File: src/rtl/slb_mem_responder.sv
// Byte-wide memory responder for the load/store buffer: one byte per handshake,
// RAM read/write sequencing with an IO-region read delay. Optional macro IO_STALL_EN.
module slb_mem_responder #(
  parameter int         RAM_AW = 17,    // must not exceed 18 (latched address width)
  parameter logic [1:0] IO_HI  = 2'b11
) (
  input  logic              clk_in,
  input  logic              rstn_in,
  input  logic              rdy_in,
  input  logic              access_control,
  input  logic              mem_wr,
  input  logic [31:0]       mem_addr,
  input  logic [7:0]        mem_dout,
  output logic              access_valid,
  output logic [7:0]        mem_din,
  output logic [RAM_AW-1:0] ram_a,
  output logic              ram_we,
  output logic [7:0]        ram_d,
  input  logic [7:0]        ram_q,
  input  logic              io_buffer_full,
  output logic [31:0]       byte_count
);

  typedef enum logic [1:0] {IDLE, ISSUE, WAIT_RD, DONE} state_e;

  state_e      state_q, state_d;
  logic [17:0] addr_q, addr_d;
  logic        wr_q, wr_d;
  logic [7:0]  data_q, data_d;
  logic [7:0]  din_q, din_d;
  logic [31:0] count_q, count_d;
  logic        io_wait_q, io_wait_d;
  logic        accept;
  logic        unused_inputs;

`ifdef IO_STALL_EN
  assign unused_inputs = ^mem_addr[31:18];
`else
  assign unused_inputs = ^{mem_addr[31:18], io_buffer_full};
`endif

  // NOTE: every variable driven here gets a default first, so no path leaves one unassigned and infers a latch.
  always_comb begin
    state_d      = state_q;
    addr_d       = addr_q;
    wr_d         = wr_q;
    data_d       = data_q;
    din_d        = din_q;
    count_d      = count_q;
    io_wait_d    = io_wait_q;
    access_valid = 1'b0;
    ram_we       = 1'b0;
    accept       = access_control;
`ifdef IO_STALL_EN
    // An IO write cannot start while the IO sink is full; nothing is latched.
    if (mem_wr && (mem_addr[17:16] == IO_HI) && io_buffer_full) accept = 1'b0;
`endif

    unique case (state_q)
      IDLE: begin
        if (accept) begin
          addr_d  = mem_addr[17:0];
          wr_d    = mem_wr;
          data_d  = mem_dout;
          state_d = ISSUE;
        end
      end
      ISSUE: begin
        if (wr_q) begin
          ram_we  = rdy_in;
          state_d = DONE;
        end else begin
          state_d = WAIT_RD;
        end
      end
      WAIT_RD: begin
        // IO reads sit here one extra cycle before sampling ram_q.
        if ((addr_q[17:16] == IO_HI) && !io_wait_q) begin
          io_wait_d = 1'b1;
        end else begin
          io_wait_d = 1'b0;
          din_d     = ram_q;
          state_d   = DONE;
        end
      end
      DONE: begin
        access_valid = rdy_in;
        state_d      = IDLE;
        if (count_q != 32'hFFFF_FFFF) count_d = count_q + 32'd1;
      end
      default: state_d = IDLE;
    endcase
  end

  // NOTE: sequential state uses non-blocking assignments so all registers update together at the edge.
  always_ff @(posedge clk_in or negedge rstn_in) begin
    if (!rstn_in) begin
      state_q   <= IDLE;
      addr_q    <= '0;
      wr_q      <= 1'b0;
      data_q    <= '0;
      din_q     <= '0;
      count_q   <= '0;
      io_wait_q <= 1'b0;
    end else if (rdy_in) begin
      state_q   <= state_d;
      addr_q    <= addr_d;
      wr_q      <= wr_d;
      data_q    <= data_d;
      din_q     <= din_d;
      count_q   <= count_d;
      io_wait_q <= io_wait_d;
    end
  end

  assign ram_a      = addr_q[RAM_AW-1:0];
  assign ram_d      = data_q;
  assign mem_din    = din_q;
  assign byte_count = count_q;

endmodule

File: config.mk
export PLATFORM = sky130hd
export DESIGN_NAME = slb_mem_responder
export DESIGN_NICKNAME = d
export VERILOG_FILES = /design/src/rtl/slb_mem_responder.sv
export SDC_FILE = /design/constraint.sdc
export NUM_CORES = 1
export LEC_CHECK = 0
export CAP_MARGIN = 40
export CORE_UTILIZATION = 47
export CTS_CLUSTER_SIZE = 10
export DETAILED_ROUTE_END_ITERATION = 12
export PLACE_DENSITY = 0.84
export SKIP_CTS_REPAIR_TIMING = 1
export SYNTH_ARGS = -nofsm -noshare
export SYNTH_HDL_FRONTEND = slang
export SYNTH_SLANG_ARGS = --single-unit
File: constraint.sdc
create_clock -name clk_in -period 3.36 [get_ports clk_in]
set_input_delay 0.672 -clock clk_in [delete_from_list [all_inputs] [get_ports clk_in]]
set_output_delay 0.672 -clock clk_in [all_outputs]
set_load 0.01 [all_outputs]
==> metrics list, run 1 <==
- Status: complete, but fails checks
- Violated checks: design-rule violations
- Crit Path Class: in2out
* Dominant cell by count in the synthesized netlist: sky130_fd_sc_hd__dfrtp_1
- Mapped Nets: 319
- Final nets: 418
* Pre-CTS WS: 630 ps
- With fillers left out, the area of the finished cells amounts to 4440 µm².
- The number of antenna violations at the first check in global routing was 0.
- Via total after detailed routing: 2319
* Top achievable clock speed: 368 MHz
- Of the total synthesized cell area, the portion taken by full adders, half adders and majority gates is 0.0196.
- Traced cell by cell, the critical path runs through clkdlybuf4s50_1, nand2_1, inv_1, clkdlybuf4s50_1.
* Asr flop ratio synth: 1.00
* Area fraction of the dominant cell type after synthesis: 0.550
* Maximum fanout count along the critical path: 7
- Htree depth: 3
- Layout cells sized above 1: 0.170
- GRT Overall Usage: 0.195
- The min-delay analysis places its worst path in the category in2async.
- Number of storage elements in the synthesis netlist: 70
- CP endpoint kind: output port
- Main synth FF type: sky130_fd_sc_hd__dfrtp_1
* Max-capacitance violation count: 0
- The largest single stage delay on the critical path is 540 ps.
- The synthesized design spends more area on one cell type than any other, namely sky130_fd_sc_hd__dfrtp_1.
- The worst path needs 2720 ps of the cycle, external delays included.
* Sinks on Clock Net: 70
* Cell area after technology mapping: 3190 µm²
- Relative to the synthesized area, the layout overhead comes to 39.3%.
- The worst setup path is launched from an input port.
* Clock root cell: sky130_fd_sc_hd__clkbuf_8
* Placed wire-length estimate after detailed placement: 4.84 mm
* Total count of max-transition violations in the final report: 0
* Post-CTS clock slew at the launch and capture registers of the worst setup and hold paths: 70 ps
- After detailed routing, the number of remaining DRC violations is 11.
* Total power after layout: 3.08 mW
- Detailed Route Iter0 Violations: 112
- Headroom to the max-slew limit came out at 0.446.
- Of the total synthesized cell area, the portion taken by AND, OR, NAND and NOR gates is 0.128.
- For this configuration, the core starts out at a cell density of 0.493.
* Via count of the first global-routing pass: 2313
* Leak: 1.97 nW
* RePlAce Congestion: 0.804
- Xor-xnor portion of the synthesized cell area: 0.0742
- Slack of the critical path: 643 ps
- Main combinational cell family by area after synthesis: multiplexers
* Setup repair after global routing missed its margin: no
* Die span in y: 84.3 µm
- Yosys synthesis warning count: 0
* Part of the cycle the worst path needs: 0.809
* Number of buffers and inverters on the critical path: 3
* Number of nets still failing antenna checks after routing: 0
- Horizontal die dimension: 84.3 µm
- Max rail drop VDD: 0.000267 V
- Vias per cell: 5.26
- Sum Neg Setup Slack: 0 ps
- Setup violations remaining at the end of the flow were counted as 0.
* Antenna fix cells: 0
- Top-level I/O count: 121
* Area fraction in compound gates after synthesis: 0.0365
- Die outline area: 7110 µm²
* Synth top area cells: sky130_fd_sc_hd__dfrtp_1 (55%), sky130_fd_sc_hd__mux2_2 (13%), sky130_fd_sc_hd__xor2_1 (4.7%)
- Most used standard cells in the synthesized netlist: sky130_fd_sc_hd__dfrtp_1 (70), sky130_fd_sc_hd__mux2_2 (38), sky130_fd_sc_hd__buf_4 (17), sky130_fd_sc_hd__xor2_1 (17), sky130_fd_sc_hd__nand2_1 (16)
* Critical Path Most Common Cell: sky130_fd_sc_hd__clkdlybuf4s50_1
* Final count of hold timing violations: 0
* Worst EP required: 2690 ps
- Instance count of the mapped netlist: 260
- After detailed placement, the total cell area comes to 4220 µm².
* CTS tree: built
- A synthesized cell averages 12.3 µm².
- The slowest stage of the critical path is the sky130_fd_sc_hd__clkdlybuf4s50_1 cell.
* Library cells used by synthesis: 33
- For this run the aggregate overflow at the end of global routing stands at 0.
* Fillcell total: 504
- Routed wire length per instance: 15.2 µm
- The kind of cell with the highest combined delay along the critical path is buffers and inverters.
- At the pin with the least slew margin, the transition time is 831 ps.
- The first global-routing pass estimated 10.8 mm of wire.
* Number of enable flip-flop cells after synthesis: 0
- Cell row count: 29
* Pin count of the biggest net entering global routing: 37
* Deepest clock path buffer count: 2
- The pre-antenna-repair detailed-routing pass consisted of 9 iterations.
* Final worst clock skew: 6.83 ps
* Final WL: 6.68 mm
* Data arrival time of the worst path: 2040 ps
- Ratio of total power to cell area: 693 nW/µm²
- Number of clock buffers inserted by TritonCTS: 9
- Of the post-synthesis cell area, the part taken by muxes is 0.141.
* Number of buffer cells added on primary ports: 105
- In this run the standard cell core region covers 6460 µm².
* Clock insertion delay at the later pin of the skew report: 330 ps
* Register area share after synthesis: 0.550
[layout by cell type, fill, tap and decap left out, types with 10 or more instances in the layout]
master,count
sky130_fd_sc_hd__clkdlybuf4s50_1,104
sky130_fd_sc_hd__dfrtp_1,70
sky130_fd_sc_hd__mux2_2,38
sky130_fd_sc_hd__xor2_1,17
sky130_fd_sc_hd__nand2_1,16
sky130_fd_sc_hd__nor2_1,14
sky130_fd_sc_hd__nand3_1,14
sky130_fd_sc_hd__nor3_1,10
sky130_fd_sc_hd__xnor2_1,10
sky130_fd_sc_hd__clkbuf_8,10
[worst paths after layout]
| path | startpoint | end | slack (ps) | cells after the start |
|---|---|---|---|---|
| setup / recovery | rdy_in | access_valid | 640 | 4 |
| hold / removal | rstn_in | ram_d[6] | 440 | 1 |
| setup reg to reg | byte_count[14] | byte_count[12] | 1120 | 5 |
| hold reg to reg | byte_count[30] | byte_count[30] | 500 | 1 |
| max in group asynchronous | rstn_in | byte_count[26] | 2260 | 2 |
| min in group clk_in | byte_count[30] | byte_count[30] | 500 | 1 |
[through the flow]
step | hold WS, ps | utilization | std cells
floorplan | 376 | - | 260
global placement | 486 | 0.654 | 425
detailed placement | 492 | 0.654 | 425
CTS | 455 | 0.687 | 441
global route | 497 | 0.687 | 441
finish | 438 | 0.687 | 441
[state kept, by name, summed over array words and instances, names as in the netlist]
signal      count
addr_q         18
byte_count     32
io_wait_q       1
mem_din         8
ram_d           8
state_q         2
wr_q            1
[per-layer routing]
metal	share of wire	global-route usage	wire length (µm)	vias to the layer above
li1	-	-	-	1090
met1	0.42	0.234	2830	1137
met2	0.49	0.341	3300	82
met3	0.068	0.0442	454	10
met4	0.015	0.0755	98	0
met5	0	0	0	-
[report_power, final]
group	internal [mW]	total, mW	switching, mW
Sequential	1.10	1.26	0.159
Combinational	0.679	1.07	0.394
Clock	0.437	0.739	0.303
Total	2.22	3.08	0.856
[kinds of logic after synthesis]
group           after synthesis
mux                          40
fa+ha+maj                     5
simple gates                 77
buf+inv                      26
xor+xnor                     27
compound gates               15
flops                        70
[cell type report]
cell class | instances | area (µm²) | share of cell area
multi-input cells | 164 | 1270 | 0.287
flip-flops and latches | 70 | 1750 | 0.395
repair buffers | 108 | 1080 | 0.244
clock buffers | 12 | 145 | 0.0327
clock inverters | 4 | 70.1 | 0.0158
inverters | 6 | 22.5 | 0.00507
well taps | 77 | 96.3 | 0.0217
Power figures use the tool's default switching activity.
==> inputs of run 2 (changes only) <==
--- a/config.mk
+++ b/config.mk
@@ -6,10 +6,10 @@
 export NUM_CORES = 1
 export LEC_CHECK = 0
 export CAP_MARGIN = 40
-export CORE_UTILIZATION = 47
+export CORE_UTILIZATION = 44
 export CTS_CLUSTER_SIZE = 10
 export DETAILED_ROUTE_END_ITERATION = 12
-export PLACE_DENSITY = 0.84
+export PLACE_DENSITY = 0.79
 export SKIP_CTS_REPAIR_TIMING = 1
 export SYNTH_ARGS = -nofsm -noshare
 export SYNTH_HDL_FRONTEND = slang
==> constraint.sdc (replaced) <==
create_clock -name clk_in -period 2.8 [get_ports clk_in]
set_input_delay 0.56 -clock clk_in [delete_from_list [all_inputs] [get_ports clk_in]]
set_output_delay 0.56 -clock clk_in [all_outputs]
set_load 0.01 [all_outputs]
==> run 2 against run 1 <==
The flow now finishes without violations. Count of clock-buffer cells in the layout did not move. Die area is 6.7% higher. Critical path depth stayed put. Sequential power up 20%. Flip-flop and latch count is the same. Non-clock buffer count increased by 2. Via count down 2.0%. Register-to-register slack got worse by 490 ps. Sequential share of layout area up 0.089 points.
==> metrics list, run 2 (synthesis results as in run 1) <==
- Dominant delay contributor by cell family on the critical path: buffers and inverters
* Die span in y: 87.1 µm
* Initial antenna violation count: 0
* Slack of the critical path: 312 ps
- In this run, the number of DRC markers left after iteration 0 of detailed routing was 52.
* Final worst clock skew: 9.82 ps
- Total count of max-transition violations in the final report: 0
* Post-CTS clock slew at the launch and capture registers of the worst setup and hold paths: 70 ps
* Number of buffer cells added on primary ports: 105
- Via count of the first global-routing pass: 2265
* Htree depth: 3
- Worst reg-to-reg setup slack: 630 ps
- Setup total negative slack on the finished layout was measured at 0 ps.
- Highest cell delay on the worst timing path: 540 ps
- Class of the worst hold path: in2async
- Pin count of the biggest net entering global routing: 41
* Number of clock buffers inserted by TritonCTS: 9
- Static timing analysis puts the maximum clock frequency at 402 MHz.
* Part of the cycle the worst path needs: 0.889
* Routed wire length per instance: 14.2 µm
- Setup repair after global routing missed its margin: no
- Max-capacitance violation count: 0
- Headroom to the max-slew limit came out at 0.522.
- Before antenna repair, the detailed router went through 4 iterations.
- Together, buffers and inverters on the worst path number 3.
* CTS tree: built
* Final WL: 6.55 mm
- Number of design rule violations left after detail routing: 0
* Clock root cell: sky130_fd_sc_hd__clkbuf_8
- Dividing the detail-routed via count by the number of cells gives 4.93.
* CP endpoint kind: output port
- Area growth from synthesis to layout: 39.0%
- In the layout the commonest cells are sky130_fd_sc_hd__clkdlybuf4s50_1 (104), sky130_fd_sc_hd__dfrtp_1 (70), sky130_fd_sc_hd__mux2_2 (38).
* Max rail drop VDD: 0.000325 V
- For this run the aggregate overflow at the end of global routing stands at 0.
- Crit-path cells: clkdlybuf4s50_1, nand2_1, inv_1, clkdlybuf4s50_1
- Initial Utilization: 0.461
* Total power after layout: 3.50 mW
- The critical path crosses 4 cells after its start point.
- RR Startpoint: byte_count[27]
* Setup violation total in the final timing report: 0
- The first global-routing pass estimated 10.7 mm of wire.
- The clock reaches the later pin of the worst-skew pair after 340 ps.
- The congestion estimate from routability-driven global placement came to 0.825.
* Horizontal die dimension: 87.1 µm
- Prior to clock tree synthesis, the placed netlist has a worst setup slack of 185 ps.
* Number of nets still failing antenna checks after routing: 0
* Data arrival time of the worst path: 1930 ps
- Leaving out fill and tap cells, the most frequent cell in the layout is sky130_fd_sc_hd__clkdlybuf4s50_1.
- Across every metal layer, demand over resource in global routing totals 0.185.
- The number of cells on the worst reg-to-reg path is 5.
- Via total after detailed routing: 2272
- Status: complete, no violations
- Final nets: 420
- Top-level I/O count: 121
- 0 antenna diodes ended up in the layout.
* Crit Path Class: in2out
- Critical Path Start: rdy_in
* Minimum clock period: 2490 ps
- Number of flip-flops under the largest register name: 32
- On the critical path, the stage with the largest delay is an instance of sky130_fd_sc_hd__clkdlybuf4s50_1.
- Reg-to-reg critical path endpoint: byte_count[12]
* Worst EP required: 2240 ps
- Final count of hold timing violations: 0
* Category of the worst setup path launch point: input port
* Ratio of total power to cell area: 790 nW/µm²
- Placed wire-length estimate after detailed placement: 4.84 mm
* Sinks on Clock Net: 70
- Core box area: 6910 µm²
- Layout cells sized above 1: 0.173
* Worst setup path end: access_valid
- Leak: 1.95 nW
* Deepest clock path buffer count: 2
- Die outline area: 7590 µm²
* Maximum fanout count along the critical path: 7
- Cell row count: 30
* Critical Path Most Common Cell: sky130_fd_sc_hd__clkdlybuf4s50_1
- For the pin with the worst max-slew slack, the measured transition is 717 ps.
run 2: cell type report:
| cell class | count | area, µm² |
|---|---|---|
| multi-input combinational | 164 | 1270 |
| clock inverter | 3 | 21.3 |
| fill | 585 | 2480 |
| sequential | 70 | 1750 |
| timing repair buffer | 110 | 1100 |
| inverter | 6 | 22.5 |
| tap | 96 | 120 |
| clock buffer | 12 | 145 |
run 2: report_power, final:
part	leakage (nW)	switching [mW]	internal [mW]
Clock	0.0824	0.362	0.341
Sequential	0.885	0.187	1.32
Combinational	0.987	0.469	0.816
run 2: stage by stage:
step	utilization	instances	area, µm²	hold WS [ps]
global placement	0.617	446	4260	486
floorplan	-	260	3190	264
finish	0.641	461	4430	268
global route	0.641	461	4430	319
detailed placement	0.617	446	4260	492
CTS	0.641	461	4430	287
run 2: layer usage:
metal / track usage / wire, µm / part of all wire / up-vias
li1: - / - / - / 1092
met1: 0.236 / 2890 / 0.44 / 1092
met2: 0.298 / 3120 / 0.48 / 80
met3: 0.0493 / 463 / 0.071 / 8
met4: 0.0760 / 73 / 0.011 / 0
met5: 0 / 0 / 0 / -
run 2: how the worst min path moves through the flow:
stage                    start    endpoint
global placement    addr_q[13]  addr_q[13]
global route           rstn_in   addr_q[3]
finish                 rstn_in   addr_q[4]
floorplan              rstn_in   addr_q[0]
detailed placement  addr_q[10]  addr_q[10]
CTS                    rstn_in   addr_q[4]
run 2: worst reg2reg max path: stages, from the launching register on:
cell and delay [ps]:
sky130_fd_sc_hd__dfrtp_1 440, sky130_fd_sc_hd__nand4_1 250, sky130_fd_sc_hd__nor4_4 590, sky130_fd_sc_hd__and2_0 420, sky130_fd_sc_hd__a41oi_1 180, sky130_fd_sc_hd__xor2_1 160
==> inputs of run 3 (changes only) <==
--- a/config.mk
+++ b/config.mk
@@ -9,6 +9,7 @@
 export CORE_UTILIZATION = 44
 export CTS_CLUSTER_SIZE = 10
 export DETAILED_ROUTE_END_ITERATION = 12
+export HOLD_SLACK_MARGIN = 0.12
 export PLACE_DENSITY = 0.79
 export SKIP_CTS_REPAIR_TIMING = 1
 export SYNTH_ARGS = -nofsm -noshare
==> constraint.sdc (replaced) <==
create_clock -name clk_in -period 2.8 [get_ports clk_in]
set_input_delay 0.28 -clock clk_in [delete_from_list [all_inputs] [get_ports clk_in]]
set_output_delay 0.28 -clock clk_in [all_outputs]
set_load 0.01 [all_outputs]
==> run 3 against run 2 <==
Critical endpoint is now byte_count[12]. Largest power group unchanged. Highest routed layer unchanged. Sequential share of layout area decreased by 0.40 points. Die area unchanged. First-iteration DRC count is 12% higher. Count of clock-buffer cells in the layout fell by 1.
==> metrics list, run 3 (synthesis results as in run 1) <==
- The flow ran to the end, and the final reports show no timing, DRC or antenna violations.
- Crit Path Class: reg2reg
- In this run the standard cell core region covers 6910 µm².
* Maximum fanout count along the critical path: 9
* Clock root cell: sky130_fd_sc_hd__clkbuf_8
- Deepest clock path buffer count: 2
- Final Non-Filler Cells: 462
- The library cell used most frequently in the layout, excluding fill and tap cells, is sky130_fd_sc_hd__clkdlybuf4s50_1.
- GRT Overall Usage: 0.183
- Antenna fix cells: 0
- Layout cells sized above 1: 0.178
* Die span in y: 87.1 µm
- FF-to-FF path depth: 5
- Top-level I/O count: 121
- The largest individual stage delay along the critical path comes from the cell sky130_fd_sc_hd__nor4_4.
- In the layout the commonest cells are sky130_fd_sc_hd__clkdlybuf4s50_1 (104), sky130_fd_sc_hd__dfrtp_1 (70), sky130_fd_sc_hd__mux2_2 (38).
* Total count of max-transition violations in the final report: 0
* Setup repair after global routing missed its margin: no
- STA puts the critical path data required time at 3030 ps.
- Via total after detailed routing: 2325
- Number of buffers and inverters on the critical path: 0
- Final count of hold timing violations: 0
- Max-capacitance violation count: 0
* Hold Crit Start: ram_d[2]
- Derived from the worst setup path, the maximum achievable clock frequency is 457 MHz.
- Entering global routing, the biggest net connects 41 pins.
* Routed wire length per instance: 14.2 µm
- Including well taps, the total number of placed cells is 445.
- Number of nets still failing antenna checks after routing: 0
* CTS tree: built
* Clock insertion delay at the later pin of the skew report: 340 ps
* Initial Utilization: 0.461
- Number of flip-flops under the largest register name: 32
* RePlAce Congestion: 0.805
- In this run the worst setup path begins at byte_count[27].
- CP endpoint kind: register
- In this run the worst hold path is classified as reg2reg.
- Clock tree synthesis found a total of 70 sinks.
* Post-CTS clock slew at the launch and capture registers of the worst setup and hold paths: 80 ps
* Number of design rule violations left after detail routing: 0
- Cell row count: 30
* RR Startpoint: byte_count[27]
- In the final design database the tool counted 420 nets.
* Hold depth: 1
* Placed wire-length estimate after detailed placement: 4.89 mm
- The cell family contributing the most delay on the critical path is simple AND/OR/NAND/NOR gates.
- Stages on worst setup path: 5
- Sum Neg Setup Slack: 0 ps
- Leak: 1.97 nW
- Traced cell by cell, the critical path runs through nand4_1, nor4_4, and2_0, a41oi_1, xor2_1.
- Final worst clock skew: 9.52 ps
- Part of the cycle the worst path needs: 0.782
- Total congestion overflow after global routing: 0
- Wires add up to 6.54 mm.
- Highest cell delay on the worst timing path: 600 ps
- Max rail drop VDD: 0.000364 V
* Htree depth: 3
* Total area of sequential cells: 1750 µm²
- Number of buffer cells added on primary ports: 105
- Multi-input gate area: 1270 µm²
* Global-route wire length before repair: 10.5 mm
- Initial antenna violation count: 0
- The area growth from synthesis to layout is 40.4%.
* Vias per cell: 5.03
- Setup violation total in the final timing report: 0
* Number of clock buffers inserted by TritonCTS: 9
- STA classifies the critical path startpoint as a register.
* Horizontal die dimension: 87.1 µm
- The worst path in the final design needs a cycle of 2190 ps, including I/O delays and setup.
* Total power after layout: 3.63 mW
- In this run the tightest slew margin relative to its limit is 0.527.
* Via count of the first global-routing pass: 2341
- At the worst endpoint, the arrival time is 2410 ps.
- Tightest Pin Transition: 710 ps
* Die outline area: 7590 µm²
- Ratio of total power to cell area: 810 nW/µm²
- Counting the fill cells in the layout gives 566.
- DR pass1 iterations: 4
- The first routing iteration left 58 violations.
run 3: worst reg2reg max path, delay by kind of cell (launching register included):
family / cells / cell delay, ps
AO/OA/AOI/OAI: 1 / 190
AND/OR/NAND/NOR: 3 / 1280
flip-flops: 1 / 430
XOR/XNOR: 1 / 170
run 3: area by class of cell:
type	count	area share
Sequential cell	70	0.391
Timing Repair Buffer	110	0.246
Multi-Input combinational cell	164	0.284
Tap cell	96	0.0268
Clock buffer	11	0.0338
Clock inverter	5	0.0129
Inverter	6	0.00503
run 3: where the power goes:
part	total [mW]	internal [mW]	leakage (nW)	switching, mW
clock network	0.831	0.458	0.0976	0.373
registers	1.51	1.32	0.885	0.184
logic	1.29	0.816	0.986	0.471
total	3.63	2.60	1.97	1.03
run 3: metrics by stage:
stage / area [µm²] / hold slack (ps) / setup slack [ps] / util
CTS: 4460 / -7.64 / 575 / 0.646
finish: 4470 / 504 / 611 / 0.648
global route: 4470 / 523 / 443 / 0.648
global placement: 4260 / 363 / 492 / 0.616
floorplan: 3190 / -15.6 / 906 / -
detailed placement: 4260 / 369 / 463 / 0.616
run 3: final timing paths:
path                                   to  slack, ps
max                        byte_count[12]        610
min                              ram_d[2]        500
max reg2reg                byte_count[12]        610
min reg2reg                      ram_d[2]        500
max in group asynchronous        ram_d[0]       1620
min in group asynchronous       addr_q[3]        520
run 3: routing by layer:
metal  up-vias  track usage  wire length, µm
li1       1096            -                -
met3        10       0.0398              428
met4         0       0.0775              109
met5         -            0                0
met1      1142        0.216             2790
met2        77        0.321             3210
